File: src/rtl/sdram_arbiter_if.sv
// Client and SDRAM-controller signal bundle for sdram_arbiter.
// The arbiter takes the slave view; clients plus controller take master.
interface sdram_arbiter_if #(
  parameter int ADDR_W = 22
);
  logic [2:0]          req;
  logic [2:0]          we;
  logic [3*ADDR_W-1:0] addr;
  logic [47:0]         wdata;
  logic [5:0]          mask;
  logic [2:0]          ack;
  logic [15:0]         rdata;
  logic                busy;
  logic                err;
  logic                mem_req;
  logic                mem_we;
  logic [ADDR_W-1:0]   mem_addr;
  logic [15:0]         mem_wdata;
  logic [1:0]          mem_dqm;
  logic                mem_accept;
  logic                mem_done;
  logic [15:0]         mem_rdata;

  modport slave (
    input  req, we, addr, wdata, mask,
    input  mem_accept, mem_done, mem_rdata,
    output ack, rdata, busy, err,
    output mem_req, mem_we, mem_addr,
    output mem_wdata, mem_dqm
  );

  modport master (
    output req, we, addr, wdata, mask,
    output mem_accept, mem_done, mem_rdata,
    input  ack, rdata, busy, err,
    input  mem_req, mem_we, mem_addr,
    input  mem_wdata, mem_dqm
  );
endinterface

File: src/rtl/sdram_arbiter.sv
// Three-way SDRAM command port arbiter: fixed priority r0>r1>r2,
// starvation boost for r1/r2, one transaction at a time, with timeout.
module sdram_arbiter #(
  parameter int ADDR_W     = 22,
  parameter int STARVE_LIM = 8,
  parameter int TIMEOUT    = 255
) (
  input  logic           m_clock,
  input  logic           p_reset,
  sdram_arbiter_if.slave bus
);
  localparam int SW = $clog2(STARVE_LIM + 1);
  localparam int TW = (TIMEOUT > 0) ? $clog2(TIMEOUT + 1) : 1;
  localparam logic [SW-1:0] SMAX = '1;

  typedef enum logic [1:0] {
    IDLE, ISSUE, WAIT, DONE
  } state_t;

  state_t        state, state_n;
  logic [1:0]    g, win;
  logic [SW-1:0] starve1, starve2;
  logic [TW-1:0] tcnt;
  logic          boost1, boost2;
  logic          grant, fin, expire, t_hit;

  always_comb begin
    boost2 = bus.req[2] && (starve2 >= SW'(STARVE_LIM));
    boost1 = bus.req[1] && (starve1 >= SW'(STARVE_LIM));
    win = 2'd0;
    if (boost2)          win = 2'd2;
    else if (boost1)     win = 2'd1;
    else if (bus.req[0]) win = 2'd0;
    else if (bus.req[1]) win = 2'd1;
    else if (bus.req[2]) win = 2'd2;
  end

  assign t_hit = (TIMEOUT != 0) && (tcnt == TW'(TIMEOUT));

  always_ff @(posedge m_clock) begin
    if (p_reset) state <= IDLE;
    else         state <= state_n;
  end

  // A real completion wins over a timeout landing on the same cycle.
  always_comb begin
    state_n = state;
    grant   = 1'b0;
    fin     = 1'b0;
    expire  = 1'b0;
    unique case (state)
      IDLE: begin
        if (|bus.req) begin
          grant   = 1'b1;
          state_n = ISSUE;
        end
      end
      ISSUE: begin
        if (bus.mem_accept && bus.mem_done) begin
          fin     = 1'b1;
          state_n = DONE;
        end else if (t_hit) begin
          expire  = 1'b1;
          state_n = DONE;
        end else if (bus.mem_accept) begin
          state_n = WAIT;
        end
      end
      WAIT: begin
        if (bus.mem_done) begin
          fin     = 1'b1;
          state_n = DONE;
        end else if (t_hit) begin
          expire  = 1'b1;
          state_n = DONE;
        end
      end
      DONE:    state_n = IDLE;
      default: state_n = IDLE;
    endcase
  end

  always_ff @(posedge m_clock) begin
    if (p_reset) begin
      g             <= 2'd0;
      starve1       <= '0;
      starve2       <= '0;
      tcnt          <= '0;
      bus.rdata     <= 16'h0;
      bus.err       <= 1'b0;
      bus.mem_req   <= 1'b0;
      bus.mem_we    <= 1'b0;
      bus.mem_addr  <= '0;
      bus.mem_wdata <= 16'h0;
      bus.mem_dqm   <= 2'b11;
    end else begin
      if (state == IDLE) begin
        if (!bus.req[1] || win == 2'd1) starve1 <= '0;
        else if (starve1 != SMAX)       starve1 <= starve1 + 1'b1;
        if (!bus.req[2] || win == 2'd2) starve2 <= '0;
        else if (starve2 != SMAX)       starve2 <= starve2 + 1'b1;
      end
      // tcnt holds the number of cycles spent in ISSUE+WAIT so far.
      if (grant) begin
        g             <= win;
        tcnt          <= TW'(1);
        bus.mem_req   <= 1'b1;
        bus.mem_we    <= bus.we[win];
        bus.mem_addr  <= bus.addr[int'(win)*ADDR_W +: ADDR_W];
        bus.mem_wdata <= bus.wdata[int'(win)*16 +: 16];
        bus.mem_dqm   <= bus.mask[int'(win)*2 +: 2];
      end else if (state == ISSUE || state == WAIT) begin
        tcnt <= tcnt + TW'(1);
      end
      if (state == ISSUE && bus.mem_accept) bus.mem_req <= 1'b0;
      if (fin && !bus.mem_we) bus.rdata <= bus.mem_rdata;
      if (expire) begin
        bus.mem_req <= 1'b0;
        bus.rdata   <= 16'h0;
        bus.err     <= 1'b1;
      end
    end
  end

  assign bus.ack  = (state == DONE) ? (3'd1 << g) : 3'd0;
  assign bus.busy = (state != IDLE);
endmodule

File: src/flat_wrapper.sv
// flat-port wrapper written by rule: the top's interface ports become plain ports
module sdram_arbiter_flat 
#(
  parameter int ADDR_W     = 22,
  parameter int STARVE_LIM = 8,
  parameter int TIMEOUT    = 255
)
  (m_clock, p_reset, bus_req, bus_we, bus_addr, bus_wdata, bus_mask, bus_mem_accept, bus_mem_done, bus_mem_rdata, bus_ack, bus_rdata, bus_busy, bus_err, bus_mem_req, bus_mem_we, bus_mem_addr, bus_mem_wdata, bus_mem_dqm);
  sdram_arbiter_if #(.ADDR_W(ADDR_W)) bus_i ();
  input  logic m_clock;
  input  logic p_reset;
  input wire logic [$bits(bus_i.req)-1:0] bus_req;
  input wire logic [$bits(bus_i.we)-1:0] bus_we;
  input wire logic [$bits(bus_i.addr)-1:0] bus_addr;
  input wire logic [$bits(bus_i.wdata)-1:0] bus_wdata;
  input wire logic [$bits(bus_i.mask)-1:0] bus_mask;
  input wire logic [$bits(bus_i.mem_accept)-1:0] bus_mem_accept;
  input wire logic [$bits(bus_i.mem_done)-1:0] bus_mem_done;
  input wire logic [$bits(bus_i.mem_rdata)-1:0] bus_mem_rdata;
  output wire logic [$bits(bus_i.ack)-1:0] bus_ack;
  output wire logic [$bits(bus_i.rdata)-1:0] bus_rdata;
  output wire logic [$bits(bus_i.busy)-1:0] bus_busy;
  output wire logic [$bits(bus_i.err)-1:0] bus_err;
  output wire logic [$bits(bus_i.mem_req)-1:0] bus_mem_req;
  output wire logic [$bits(bus_i.mem_we)-1:0] bus_mem_we;
  output wire logic [$bits(bus_i.mem_addr)-1:0] bus_mem_addr;
  output wire logic [$bits(bus_i.mem_wdata)-1:0] bus_mem_wdata;
  output wire logic [$bits(bus_i.mem_dqm)-1:0] bus_mem_dqm;
  assign bus_i.req = bus_req;
  assign bus_i.we = bus_we;
  assign bus_i.addr = bus_addr;
  assign bus_i.wdata = bus_wdata;
  assign bus_i.mask = bus_mask;
  assign bus_i.mem_accept = bus_mem_accept;
  assign bus_i.mem_done = bus_mem_done;
  assign bus_i.mem_rdata = bus_mem_rdata;
  assign bus_ack = bus_i.ack;
  assign bus_rdata = bus_i.rdata;
  assign bus_busy = bus_i.busy;
  assign bus_err = bus_i.err;
  assign bus_mem_req = bus_i.mem_req;
  assign bus_mem_we = bus_i.mem_we;
  assign bus_mem_addr = bus_i.mem_addr;
  assign bus_mem_wdata = bus_i.mem_wdata;
  assign bus_mem_dqm = bus_i.mem_dqm;
  sdram_arbiter #(.ADDR_W(ADDR_W), .STARVE_LIM(STARVE_LIM), .TIMEOUT(TIMEOUT)) u_core (.m_clock(m_clock), .p_reset(p_reset), .bus(bus_i));
endmodule
File: config.mk
export PLATFORM = sky130hd
export DESIGN_NAME = sdram_arbiter_flat
export DESIGN_NICKNAME = d
export VERILOG_FILES = /design/src/rtl/sdram_arbiter_if.sv /design/src/rtl/sdram_arbiter.sv /design/src/flat_wrapper.sv
export SDC_FILE = /design/constraint.sdc
export NUM_CORES = 1
export LEC_CHECK = 0
export ABC_CLOCK_PERIOD_IN_PS = 3600
export CAP_MARGIN = 10
export CORE_ASPECT_RATIO = 0.6
export CORE_MARGIN = 5
export CORE_UTILIZATION = 30
export DETAILED_ROUTE_END_ITERATION = 8
export GPL_ROUTABILITY_DRIVEN = 0
export SYNTH_ARGS = -nofsm -noshare
export SYNTH_HDL_FRONTEND = slang
export SYNTH_SLANG_ARGS = --single-unit
File: constraint.sdc
create_clock -name m_clock -period 3.6 [get_ports m_clock]
set_input_delay 0.54 -clock m_clock [delete_from_list [all_inputs] [get_ports m_clock]]
set_output_delay 0.54 -clock m_clock [all_outputs]
set_load 0.01 [all_outputs]
==> results of run 1 <==
## worst paths after layout
check                        startpoint                       to  slack, ns
setup / recovery        u_core.state[0]                 bus_busy       0.86
hold / removal    u_core.bus.mem_dqm[0]    u_core.bus.mem_dqm[0]       0.48
setup reg to reg        u_core.state[0]  u_core.bus.mem_addr[18]       0.98
hold reg to reg   u_core.bus.mem_dqm[0]    u_core.bus.mem_dqm[0]       0.48
## state kept, by name (all words and copies together), names as in the netlist
| name | count |
|---|---|
| u_core.tcnt | 8 |
| u_core.bus.mem_req | 1 |
| u_core.bus.mem_dqm | 2 |
| u_core.starve2 | 4 |
| u_core.g | 2 |
| u_core.state | 2 |
| u_core.bus.rdata | 16 |
| u_core.starve1 | 4 |
| u_core.bus.mem_wdata | 16 |
| u_core.bus.mem_addr | 22 |
| u_core.bus.mem_we | 1 |
| u_core.bus.err | 1 |
## metal layers
metal	track usage	up-vias	part of all wire
met3	0.0731	14	0.10
met4	0.0305	2	0.011
met5	0	-	0.0010
li1	-	1809	-
met2	0.271	126	0.47
met1	0.200	1664	0.42
## worst register-to-register path, delay by kind of cell, from the launching register on
kind | cells | cell delay [ns]
AND/OR/NAND/NOR | 1 | 0.29
AO/OA/AOI/OAI | 3 | 0.87
adder cells (fa/ha/maj) | 1 | 0.60
flip-flops | 1 | 0.34
buffers and inverters | 2 | 0.45
## placed cells by master (no fill, tap or decap), types with 3 or more instances in the layout
master           synthesis  layout
ha_1                     9       9
o21ai_1                  9       9
o21ai_2                 10      10
dfxtp_1                 79      79
xor2_1                   3       3
and3_1                   3       3
clkbuf_16                0       9
a22oi_1                 31      31
a21oi_1                 12      12
nand2b_1                 5       5
nand4_1                  5       5
nand2_1                 19      18
clkdlybuf4s50_1          0     208
nor3_1                   6       6
nor2_1                  30      30
a211oi_1                 4       4
buf_4                    2       4
xnor2_1                  3       3
mux2i_1                 57      57
o21ai_0                 25      25
inv_1                   10      10
a22oi_2                 10      10
nand3_1                  7       6
## where the power goes
part / leakage (nW) / switching [mW] / total, mW / internal [mW]
Sequential: 0.647 / 0.115 / 1.17 / 1.05
Combinational: 1.60 / 0.588 / 1.23 / 0.637
Clock: 0.145 / 0.348 / 0.924 / 0.576
Total: 2.39 / 1.05 / 3.32 / 2.27
## area by class of cell
cell class                      count  area, sq um
Clock buffer                       12          256
Clock inverter                      4         53.8
Fill cell                        1119         5900
Inverter                           10         37.5
Multi-Input combinational cell    275         2010
Sequential cell                    79         1580
Tap cell                          165          206
Timing Repair Buffer              213         2130
## cells by family (layout without fill, tap and decap cells)
family / Yosys count / in the layout
AO/OA/AOI/OAI: 113 / 113
flip-flops: 79 / 79
XOR/XNOR: 6 / 6
AND/OR/NAND/NOR: 90 / 90
multiplexers: 57 / 57
adder cells (fa/ha/maj): 9 / 9
buffers and inverters: 36 / 239
## synthesized netlist by cell type, types with 3 or more instances
library cell	count	area (sq um)
a211oi_1	4	30.0
a21oi_1	12	60.1
a22oi_1	31	233
a22oi_2	10	125
and3_1	3	18.8
buf_2	13	65.1
clkbuf_1	6	22.5
dfxtp_1	79	1580
ha_1	9	113
inv_1	10	37.5
mux2i_1	57	571
nand2_1	19	71.3
nand2b_1	5	31.3
nand3_1	7	35.0
nand4_1	5	31.3
nor2_1	30	113
nor3_1	6	30.0
o21ai_0	25	125
o21ai_1	9	45.0
o21ai_2	10	87.6
xnor2_1	3	26.3
xor2_1	3	26.3
==> results.sh, run 1 <==
export IMPL_status="finished, final reports clean"
export IMPL_critical_path_endpoint_type="output pin"
export IMPL_postPlaceCellArea_sq_um=5970
export IMPL_syn_to_final_growth_pct=66.6
export IMPL_area_fraction_in_compound_gates_after_synthesis=0.217
export IMPL_diodes=0
export IMPL_dr_pass1_iters=4
export IMPL_drt_iter0_markers=103
export IMPL_via_count_of_the_first_global_routing_pass=3758
export IMPL_finalWorstPathRequiredPeriod_ns=2.74
export IMPL_clkSlewWorstSetupHoldPaths_ns=0.06
export IMPL_synth_adder_area_share=0.0299
export IMPL_die_area_sq_um=15000
export IMPL_clock_sinks=79
export IMPL_initial_core_util=0.309
export IMPL_numCtsBuffers=9
export IMPL_totalNegativeSetupSlack_ns=0
export IMPL_worstPathRequired_ns=3.06
export IMPL_fin_ws_ns=0.864
export IMPL_syn_instance_count=390
export IMPL_critical_path_cell_chain="inv_1 > ha_1 > inv_1 > clkdlybuf4s50_1"
export IMPL_final_util=0.515
export IMPL_vdd_ir_drop_max_uv=250
export IMPL_finalPower_mw=3.32
export IMPL_post_synth_mux_area_share=0.151
export IMPL_routed_via_density=4.77
export IMPL_rows=31
export IMPL_die_height_microns=96.8
export IMPL_nets=743
export IMPL_cp_arrival_ns=2.20
export IMPL_cts_tree="yes"
export IMPL_worst_hold_slack_ns=0.477
export IMPL_biggest_fanout_along_the_worst_timing_path=18
export IMPL_post_cts_resized_instances=0
export IMPL_post_place_cells=742
export IMPL_mappedNetlistArea_sq_um=3770
export IMPL_p_leak_nw=2.39
export IMPL_io_pins=209
export IMPL_antenna_violating_nets_post_route=0
export IMPL_number_of_cells_traversed_by_the_worst_register_to_register_path=7
export IMPL_post_cts_repair_setup_buffers=0
export IMPL_post_synthesis_net_count=545
export IMPL_timing_critical_path_buf_inv=3
export IMPL_clock_root_buffer="clkbuf_16"
export IMPL_critical_path_top_delay_family="buffers and inverters"
export IMPL_layout_cells_non_filler=758
export IMPL_synthesis_yosys_warnings=0
export IMPL_min_path_cells=2
export IMPL_ys_dominant_reg_cell="dfxtp_1"
export IMPL_timing_max_slew_rel_slack=0.442
export IMPL_crit_cells=4
export IMPL_cts_hold_buf=0
export IMPL_worst_setup_path_type="register to output pin"
export IMPL_synth_area_per_cell_sq_um=9.66
export IMPL_share_of_final_layout_standard_cells_stronger_than_drive_strength_1=0.0776
export IMPL_postRouteWirelength_mm=12.5
export IMPL_skew_ns=0.00477
export IMPL_pwr_density_cell_nw_per_um2=529
export IMPL_min_period_over_period=0.760
export IMPL_cts_max_path_buffers=2
export IMPL_clock_tree_htree_level_count=3
export IMPL_synth_edff_count=0
export IMPL_synth_simple_gate_area_share=0.119
export IMPL_crit_top_cell="inv_1"
export IMPL_synth_top_family_by_area="compound AO/OA/AOI/OAI gates"
export IMPL_final_setup_viol_count=0
export IMPL_report_final_slew_viol_count=0
export IMPL_grt_usage=0.165
export IMPL_grt_ovfl_total=0
export IMPL_detailed_place_hpwl_mm=9.94
export IMPL_synth_cell_types=48
export IMPL_rsz0062_at_grt="no"
export IMPL_ys_seq_elements=79
export IMPL_io_buffer_count=208
export IMPL_drt_drc_violations_left=0
export IMPL_critPathLaunchType="register"
export IMPL_vias=3615
export IMPL_path_class_of_the_lowest_slack_min_delay_path="register to register"
export IMPL_report_final_hold_viol_count=0
export IMPL_dp_worst_setup_slack_ns=0.691
export IMPL_cap_violations=0
export IMPL_grt_first_pass_wirelength_mm=20.0
export IMPL_async_reset_ff_frac=0
export IMPL_clk_latency_ns=0.33
export IMPL_core_area_sq_um=12200
export IMPL_grt_antenna_before_repair=1
export IMPL_die_width_microns=155
export IMPL_worstMarginPinSlew_ns=0.835
export IMPL_pin_count_of_the_biggest_net_entering_global_routing=40
export IMPL_synth_yosys_seq_area_share=0.420
export IMPL_critical_path_max_stage_delay_ns=0.60
export IMPL_max_freq_mhz=366
export IMPL_finalInstanceArea_sq_um=6280
export IMPL_crit_slowest_cell="ha_1"
export IMPL_synth_xor_area_share=0.0139
export IMPL_route_detailed_wl_per_inst_microns=16.5
Power figures use the tool's default switching activity.
==> run 2, diff against run 1 <==
ABC_CLOCK_PERIOD_IN_PS = 2760   (was 3600)
clock period = 2.76 ns   (was 3.6 ns; I/O delays follow)
==> run 2 against run 1 <==
  * Total power is 32% higher
  * Combinational power grew 33%
  * Sequential share of layout area decreased by 0.12 points
  * Wire length up 2.7%
  * Via count rose by 0.53%
  * Sequential power rose by 30%
  * Largest cell class unchanged
==> results.sh, run 2 (synthesis gave the netlist of run 1 again) <==
export IMPL_clock_sinks=79
export IMPL_finalWorstPathRequiredPeriod_ns=2.40
export IMPL_clk_latency_ns=0.33
export IMPL_die_height_microns=96.8
export IMPL_path_class_of_the_lowest_slack_min_delay_path="register to register"
export IMPL_finalPower_mw=4.39
export IMPL_p_leak_nw=2.41
export IMPL_grt_first_pass_wirelength_mm=20.3
export IMPL_cts_max_path_buffers=2
export IMPL_largest_register="u_core.bus.mem_addr"
export IMPL_worst_r2r_startpoint="u_core.state[0]"
export IMPL_timing_max_slew_rel_slack=0.306
export IMPL_io_pins=209
export IMPL_post_cts_repair_setup_buffers=0
export IMPL_rsz0062_at_grt="no"
export IMPL_drt_iter0_markers=157
export IMPL_vdd_ir_drop_max_uv=305
export IMPL_grt_usage=0.167
export IMPL_io_buffer_count=208
export IMPL_critPathLaunchType="register"
export IMPL_share_comb_of_total_power=0.371
export IMPL_regToRegSetupSlack_ns=0.48
export IMPL_cts_tree="yes"
export IMPL_dr_pass1_iters=4
export IMPL_report_final_hold_viol_count=0
export IMPL_net_switching_power_mw=1.38
export IMPL_clock_root_buffer="clkbuf_16"
export IMPL_top_regs="u_core.bus.mem_addr: 22 flops, u_core.bus.mem_wdata: 16 flops, u_core.bus.rdata: 16 flops"
export IMPL_critical_path_endpoint_type="output pin"
export IMPL_layout_cells_most_common="clkdlybuf4s50_1"
export IMPL_largest_reg_flops=22
export IMPL_status="finished, final reports clean"
export IMPL_power_share_switching=0.313
export IMPL_cts_hold_buf=0
export IMPL_clock_tree_htree_level_count=3
export IMPL_postPlaceCellArea_sq_um=5990
export IMPL_cap_violations=0
export IMPL_report_final_slew_viol_count=0
export IMPL_detailed_place_hpwl_mm=9.93
export IMPL_worstMarginPinSlew_ns=1.04
export IMPL_worst_hold_slack_ns=0.472
export IMPL_diodes=0
export IMPL_grt_antenna_before_repair=2
export IMPL_biggest_fanout_along_the_worst_timing_path=17
export IMPL_syn_to_final_growth_pct=67.4
export IMPL_core_area_sq_um=12200
export IMPL_share_of_final_layout_standard_cells_stronger_than_drive_strength_1=0.0808
export IMPL_finalInstanceArea_sq_um=6300
export IMPL_dp_worst_setup_slack_ns=0.134
export IMPL_postRouteWirelength_mm=12.8
export IMPL_die_width_microns=155
export IMPL_numCtsBuffers=9
export IMPL_die_area_sq_um=15000
export IMPL_critPathLaunch="u_core.state[0]"
export IMPL_worstPathRequired_ns=2.35
export IMPL_final_setup_viol_count=0
export IMPL_post_place_cells=744
export IMPL_totalNegativeSetupSlack_ns=0
export IMPL_min_period_over_period=0.871
export IMPL_clockPowerShare=0.283
export IMPL_vias=3634
export IMPL_final_util=0.518
export IMPL_layout_cells_non_filler=759
export IMPL_routed_via_density=4.79
export IMPL_worst_setup_path_type="register to output pin"
export IMPL_min_delay_startpoint="u_core.bus.mem_dqm[0]"
export IMPL_initial_core_util=0.309
export IMPL_most_common_layout_cells="208 x clkdlybuf4s50_1, 79 x dfxtp_1, 57 x mux2i_1, 31 x a22oi_1, 30 x nor2_1"
export IMPL_clkSlewWorstSetupHoldPaths_ns=0.06
export IMPL_power_sequential_fraction=0.347
export IMPL_cp_arrival_ns=1.99
export IMPL_p_int_mw=3.02
export IMPL_fin_ws_ns=0.356
export IMPL_nets=745
export IMPL_rows=31
export IMPL_skew_ns=0.00776
export IMPL_post_cts_resized_instances=0
export IMPL_route_detailed_wl_per_inst_microns=16.9
export IMPL_pin_count_of_the_biggest_net_entering_global_routing=40
export IMPL_grt_ovfl_total=0
export IMPL_antenna_violating_nets_post_route=0
export IMPL_via_count_of_the_first_global_routing_pass=3735
export IMPL_pwr_density_cell_nw_per_um2=697
export IMPL_drt_drc_violations_left=0
export IMPL_max_freq_mhz=416
==> run 2: cell count changes in the layout (fill, tap and decap cells not counted), sizes merged <==
cell,change
bufinv,+1
clkinvlp,-1
buf,+2
clkinv,+2
clkbuf,-3
==> run 2: worst max-delay path, cell delays in order (launching register included) <==
cell and delay [ns]:
dfxtp_1 0.37, inv_1 0.12, ha_1 0.23, buf_4 0.20, inv_1 0.15, clkdlybuf4s50_1 0.58
==> run 2: metal layers <==
layer  wire length, microns  GRT usage  share of wire  vias to the layer above
li1                       -          -              -                     1818
met1                   5490      0.203           0.43                     1667
met2                   5960      0.274           0.46                      124
met3                   1160     0.0723          0.091                       21
met4                    171     0.0373          0.013                        4
met5                     27          0         0.0021                        -
==> run 2: worst paths after layout <==
check / to / cells after the start
worst max-delay path: bus_busy / 5
worst min-delay path: u_core.bus.mem_dqm[0] / 2
worst max register to register: u_core.bus.mem_req / 6
worst min register to register: u_core.bus.mem_dqm[0] / 2
==> run 2: layout make-up <==
type	count	area [sq um]
clock buffers	9	225
repair buffers	215	2160
fillers	1150	5870
flip-flops and latches	79	1580
well taps	165	206
inverters	10	37.5
clock inverters	6	86.3
multi-input cells	275	2010
==> run 2: power by group through the flow <==
| stage | Clock, mW | Sequential (mW) | Combinational, mW |
|---|---|---|---|
| after CTS | 1.28 | 1.53 | 1.66 |
| after detailed placement | 0 | 1.55 | 1.65 |
| after floorplan | 0 | 1.62 | 0.755 |
| final | 1.24 | 1.52 | 1.63 |
| after global routing | 1.32 | 1.55 | 1.78 |
| after global placement | 0 | 1.54 | 1.62 |
